**config.mk**
```make
export PLATFORM = sky130hd
export DESIGN_NAME = barcode_entry_sequencer
export DESIGN_NICKNAME = d
export VERILOG_FILES = /design/src/rtl/barcode_entry_sequencer_pkg.sv /design/src/rtl/barcode_entry_sequencer_lookup_timeout_counter.sv /design/src/rtl/barcode_entry_sequencer.sv
export SDC_FILE = /design/constraint.sdc
export NUM_CORES = 1
export LEC_CHECK = 0
export CORE_ASPECT_RATIO = 1.75
export CORE_UTILIZATION = 47
export CTS_CLUSTER_SIZE = 25
export DETAILED_ROUTE_END_ITERATION = 10
export PLACE_DENSITY_LB_ADDON = 0.2
export SLEW_MARGIN = 20
export SYNTH_ARGS = -nofsm -noshare
export SYNTH_HDL_FRONTEND = slang
export SYNTH_SLANG_ARGS = --single-unit
```
**constraint.sdc**
```tcl
create_clock -name clk_i -period 1.9 [get_ports clk_i]
set_input_delay 0.19 -clock clk_i [delete_from_list [all_inputs] [get_ports clk_i]]
set_output_delay 0.19 -clock clk_i [all_outputs]
set_load 0.005 [all_outputs]
```
**src/rtl/barcode_entry_sequencer_pkg.sv**
```systemverilog
// Shared definitions for the barcode entry sequencer: state codes, key codes
// and the default barcode length.
package barcode_entry_sequencer_pkg;

  typedef enum logic [2:0] {
    ST_IDLE    = 3'd0,
    ST_COLLECT = 3'd1,
    ST_FULL    = 3'd2,
    ST_LOOKUP  = 3'd3,
    ST_DONE    = 3'd4,
    ST_ERROR   = 3'd5
  } state_e;

  localparam logic [3:0] KEY_ENTER = 4'hA;
  localparam logic [3:0] KEY_CLEAR = 4'hB;

  localparam int NUM_DIGITS_DEFAULT = 4;
  localparam int COUNT_W            = 3;

  function automatic logic is_digit(input logic [3:0] code);
    return code <= 4'd9;
  endfunction

endpackage

```
**src/rtl/barcode_entry_sequencer_lookup_timeout_counter.sv**
```systemverilog
// Saturating cycle counter for the product lookup; expired_o flags the cycle in
// which the count reaches LOOKUP_TIMEOUT, so the caller can act on that edge.
module lookup_timeout_counter #(
  parameter int LOOKUP_TIMEOUT = 1000
) (
  input  logic clk_i,
  input  logic clear_i,
  input  logic enable_i,
  output logic expired_o
);

  localparam int CNT_W = $clog2(LOOKUP_TIMEOUT + 1);
  localparam logic [CNT_W-1:0] LIMIT = CNT_W'(LOOKUP_TIMEOUT);

  logic [CNT_W-1:0] cnt_q, cnt_d;

  always_comb begin
    cnt_d = cnt_q;
    if (clear_i) begin
      cnt_d = '0;
    end else if (enable_i && (cnt_q != LIMIT)) begin
      cnt_d = cnt_q + CNT_W'(1);
    end
  end

  always_ff @(posedge clk_i) begin
    cnt_q <= cnt_d;
  end

  assign expired_o = enable_i && !clear_i && (cnt_d == LIMIT);

endmodule

```
**src/rtl/barcode_entry_sequencer.sv**
```systemverilog
// Keypad-to-barcode entry FSM: shifts digits out one cycle after each key strobe,
// then runs a request/ack product lookup with timeout. All outputs registered.
module barcode_entry_sequencer
  import barcode_entry_sequencer_pkg::*;
#(
  parameter int NUM_DIGITS     = NUM_DIGITS_DEFAULT,
  parameter int LOOKUP_TIMEOUT = 1000
) (
  input  logic               clk_i,
  input  logic               reset_i,
  input  logic               key_valid_i,
  input  logic [3:0]         key_code_i,
  input  logic               lookup_ack_i,
  input  logic               lookup_found_i,
  output logic               sr_enable_o,
  output logic [3:0]         sr_digit_o,
  output logic               sr_reset_n_o,
  output logic               lookup_req_o,
  output logic               entry_done_o,
  output logic               entry_error_o,
  output logic [COUNT_W-1:0] digit_count_o,
  output logic [2:0]         state_o
);

  state_e             state_q;
  logic [COUNT_W-1:0] count_q;
  logic               sr_enable_q;
  logic [3:0]         sr_digit_q;
  logic               sr_reset_n_q;
  logic               lookup_req_q;
  logic               entry_done_q;
  logic               entry_error_q;

  logic key_digit, key_enter, key_clear;
  logic enter_lookup, last_digit, timeout_expired;

  assign key_digit    = key_valid_i && is_digit(key_code_i);
  assign key_enter    = key_valid_i && (key_code_i == KEY_ENTER);
  assign key_clear    = key_valid_i && (key_code_i == KEY_CLEAR);
  assign enter_lookup = (state_q == ST_FULL) && key_enter;
  assign last_digit   = (count_q == COUNT_W'(NUM_DIGITS - 1));

  lookup_timeout_counter #(
    .LOOKUP_TIMEOUT(LOOKUP_TIMEOUT)
  ) u_timeout (
    .clk_i    (clk_i),
    .clear_i  (reset_i || enter_lookup),
    .enable_i (state_q == ST_LOOKUP),
    .expired_o(timeout_expired)
  );

  always_ff @(posedge clk_i) begin
    if (reset_i) begin
      state_q       <= ST_IDLE;
      count_q       <= '0;
      sr_enable_q   <= 1'b0;
      sr_digit_q    <= '0;
      sr_reset_n_q  <= 1'b0;
      lookup_req_q  <= 1'b0;
      entry_done_q  <= 1'b0;
      entry_error_q <= 1'b0;
    end else begin
      sr_enable_q   <= 1'b0;
      sr_reset_n_q  <= 1'b1;
      entry_done_q  <= 1'b0;
      entry_error_q <= 1'b0;
      case (state_q)
        ST_IDLE, ST_COLLECT: begin
          if (key_clear) begin
            sr_reset_n_q <= 1'b0;
            count_q      <= '0;
            state_q      <= ST_IDLE;
          end else if (key_enter) begin
            entry_error_q <= 1'b1;
          end else if (key_digit) begin
            sr_enable_q <= 1'b1;
            sr_digit_q  <= key_code_i;
            count_q     <= count_q + COUNT_W'(1);
            state_q     <= last_digit ? ST_FULL : ST_COLLECT;
          end
        end
        ST_FULL: begin
          if (key_clear) begin
            sr_reset_n_q <= 1'b0;
            count_q      <= '0;
            state_q      <= ST_IDLE;
          end else if (key_enter) begin
            lookup_req_q <= 1'b1;
            state_q      <= ST_LOOKUP;
          end
        end
        ST_LOOKUP: begin
          // A late ack on the expiry cycle still counts as an answer.
          if (lookup_ack_i) begin
            lookup_req_q <= 1'b0;
            if (lookup_found_i) begin
              entry_done_q <= 1'b1;
              state_q      <= ST_DONE;
            end else begin
              entry_error_q <= 1'b1;
              state_q       <= ST_ERROR;
            end
          end else if (timeout_expired) begin
            lookup_req_q  <= 1'b0;
            entry_error_q <= 1'b1;
            state_q       <= ST_ERROR;
          end
        end
        ST_DONE: begin
          sr_reset_n_q <= 1'b0;
          count_q      <= '0;
          state_q      <= ST_IDLE;
        end
        ST_ERROR: begin
          if (key_clear) begin
            sr_reset_n_q <= 1'b0;
            count_q      <= '0;
            state_q      <= ST_IDLE;
          end
        end
        default: begin
          lookup_req_q <= 1'b0;
          count_q      <= '0;
          state_q      <= ST_IDLE;
        end
      endcase
    end
  end

  assign sr_enable_o   = sr_enable_q;
  assign sr_digit_o    = sr_digit_q;
  assign sr_reset_n_o  = sr_reset_n_q;
  assign lookup_req_o  = lookup_req_q;
  assign entry_done_o  = entry_done_q;
  assign entry_error_o = entry_error_q;
  assign digit_count_o = count_q;
  assign state_o       = state_q;

endmodule
```
==> results.py <==
metrics = {
    "power_and_ir_drop": {
        "ir_worst_vdd_v": 0.000433,
        "leakage_uw": 0.000899,
        "power-per-cell-area_mw_per_mm2": 495,
    },
    "global_routing": {
        "grt-ovfl-total": 0,
        "grt_pass1_wl_mm": 8.00,
        "grt_pass1_vias": 1737,
        "grt_max_degree": 14,
        "track_usage_pct": 31.4,
        "grt_antenna_before_repair": 0,
    },
    "drt": {
        "firstDrtPassIters": 5,
        "dr_total_vias": 1696,
        "routedWlPerCell_um": 17.6,
        "drt_iter0_drc": 80,
        "antenna_left": 0,
        "drc": 0,
        "viasPerCell": 5.93,
        "drt-total-wl_mm": 5.02,
    },
    "final_layout": {
        "drive_gt1_share_pct": 32.4,
        "fill_cells": 235,
        "fin_cells": 286,
        "multiInputGateArea_sq_um": 988,
        "seqCellArea_sq_um": 510,
        "final_nets": 258,
        "syn_to_final_growth_pct": 52.3,
        "num_antenna_cells": 0,
        "final_common_cell": "buf_4",
        "most-common-layout-cells": "buf_4 (48), clkdlybuf4s50_1 (23), dfxtp_1 (21)",
    },
    "timing": {
        "hold_violations": 0,
        "clock_skew_ps": 2.02,
        "finalSetupTns_ps": -52.4,
        "drv_slew": 0,
        "fin_ws_ps": -44.9,
        "slew_headroom_pct": 70.8,
        "tightest_slew_ps": 434,
        "setup_viol_count_final": 3,
        "rsz0062_at_grt": "true",
        "fmax_ghz": 0.514,
        "period_minus_slack_ps": 1940,
        "finalCritPeriodShare_pct": 102,
    },
    "critical_path": {
        "timing.rr.end": "state_o[1]$_SDFFE_PP0P_",
        "reg2regPathDepth": 8,
        "cp.required_ps": 2070,
        "crit_path_end_kind": "register",
        "path_max_fanout": 6,
        "reg2reg_from": "u_timeout.cnt_q[0]$_DFF_P_",
        "startpoint": "u_timeout.cnt_q[0]$_DFF_P_",
        "startpoint_type": "register",
        "cp_data_arrival_time_ps": 2110,
        "crit_type": "register to register",
        "r2r_slack_ps": -40,
    },
    "synth": {
        "yosys_most_used_dff": "dfxtp_1",
        "synthesis.nets": 191,
        "ys_async_sr_fraction_pct": 0,
        "ys_ff_latch": 25,
        "seq_area_frac_synth_pct": 34.0,
        "synth.avg_cell_area_sq_um": 8.28,
        "synth_edf_count": 0,
        "syn-instance-count": 178,
        "netlist_area_sq_mm": 0.00147,
        "yosysWarnings": 0,
        "ys_types": 48,
    },
    "placed_design": {
        "io_buffers": 23,
        "place_congestion": 0.942,
        "dpl.cell_count": 275,
        "hpwl_mm": 3.67,
    },
    "status": {
        "violations": "setup timing",
        "status": "finished, violations left",
    },
    "cts": {
        "cts.path.max_buffers": 2,
        "clk_latency_ps": 270,
        "clock_sinks": 25,
        "cts-htree-levels": 1,
        "cts_tree": "built",
        "path_clk_slew_ps": 90,
        "cts_hold_buf": 0,
        "ctsRootBufferMaster": "clkbuf_8",
        "numCtsBuffers": 3,
    },
    "min_path": {
        "hp-start": "sr_digit_o[0]$_SDFFE_PP0P_",
        "hold_end": "sr_digit_o[0]$_SDFFE_PP0P_",
        "hold_depth": 2,
        "hold_path_class": "register to register",
    },
    "floorplan": {
        "die_h_um": 76.1,
        "core-area_sq_mm": 0.00296,
        "floorplan.initialDensity_pct": 49.8,
        "boundaryPins": 24,
        "die-area_sq_mm": 0.00337,
        "die_x_um": 44.3,
        "rows": 26,
    },
    "job": {
        "cap_viol_max_count": 0,
    },
}
[cells in the mapped netlist (4+ instances only)]
cell	n	area share, %
dfxtp_1	25	34
nand4_1	5	2.1
nand3_1	5	1.7
nand2_1	16	4.1
clkbuf_1	4	1.0
o21ai_0	5	1.7
xnor2_1	4	2.4
mux2i_1	5	3.4
nor3_1	9	3.1
inv_1	11	2.8
ha_1	4	3.4
a21oi_1	12	4.1
or3_1	4	1.7
nor2_1	18	4.6
[per-stage QoR]
| step | power (uW) | area, sq um | hold slack, ps | utilization [%] | setup slack, ps |
|---|---|---|---|---|---|
| floorplan | 672 | 1470 | 332 | - | 30.9 |
| global placement | 785 | 2020 | 468 | 68.2 | -122 |
| detailed placement | 790 | 2020 | 480 | 68.2 | -179 |
| CTS | 1100 | 2140 | 499 | 72.3 | -34.4 |
| global route | 1160 | 2240 | 508 | 75.8 | -90.4 |
| finish | 1110 | 2240 | 494 | 75.8 | -44.9 |
[area by class of cell]
cell class | instances | share of cell area (%)
Multi-Input combinational cell | 132 | 44.0
Timing Repair Buffer | 72 | 26.8
Sequential cell | 25 | 22.7
Tap cell | 42 | 2.34
Inverter | 11 | 2.06
Clock buffer | 4 | 2.01
[what timing repair did]
action | CTS | global route
gates resized for setup | 15 | 17
pin swaps | 7 | 7
setup endpoints to repair | 4 | 4
setup buffers | 4 | 3
[cell families (layout without fill, tap and decap cells)]
| kind of cell | after synthesis | in the layout | synth area share, % |
|---|---|---|---|
| AO/OA/AOI/OAI | 40 | 40 | 18.9 |
| AND/OR/NAND/NOR | 75 | 75 | 28.9 |
| XOR/XNOR | 6 | 6 | 3.57 |
| flip-flops | 25 | 25 | 34.0 |
| adder cells (fa/ha/maj) | 4 | 4 | 3.40 |
| buffers and inverters | 21 | 87 | 6.37 |
| multiplexers | 7 | 7 | 4.92 |
[registers in the layout, summed over array words and instances (netlist names)]
register / cells
u_timeout.cnt_q: 10
sr_digit_o: 4
digit_count_o: 3
state_o: 3
entry_done_o: 1
entry_error_o: 1
lookup_req_o: 1
sr_enable_o: 1
sr_reset_n_o: 1
[power by group]
| part | leakage, uW | total, uW | internal (uW) | switching [uW] |
|---|---|---|---|---|
| combinational | 0.000670 | 238 | 125 | 112 |
| clock | 0.0000228 | 319 | 150 | 169 |
| sequential | 0.000206 | 555 | 540 | 15.5 |
[metal layers]
metal / wire length, um / global-route usage [%] / part of all wire [%]
met2: 2910 / 60.4 / 58
met4: 242 / 17.0 / 4.8
met5: 0 / 0 / 0
met1: 1720 / 28.8 / 34
met3: 151 / 4.03 / 3.0
[critical path, stage by stage (launching register included)]
cell and delay, ps:
dfxtp_4 390, inv_4 70, ha_4 120, nand4bb_1 140
or4b_4 510, a222oi_1 240, buf_4 180, nand3_2 60
o2bb2ai_1 120
[how the worst max path moves through the flow]
stage                                      endpoint  slack [ps]  cells past startpoint
final                       state_o[1]$_SDFFE_PP0P_         -40                      8
after floorplan             state_o[1]$_SDFFE_PP0P_          30                      8
after detailed placement  lookup_req_o$_SDFFE_PP0P_        -180                      6
after global placement    lookup_req_o$_SDFFE_PP0P_        -120                      6
after CTS                   state_o[1]$_SDFFE_PP0P_         -30                      7
after global routing        state_o[1]$_SDFFE_PP0P_         -90                      8
(Power assumes the default switching activity.)
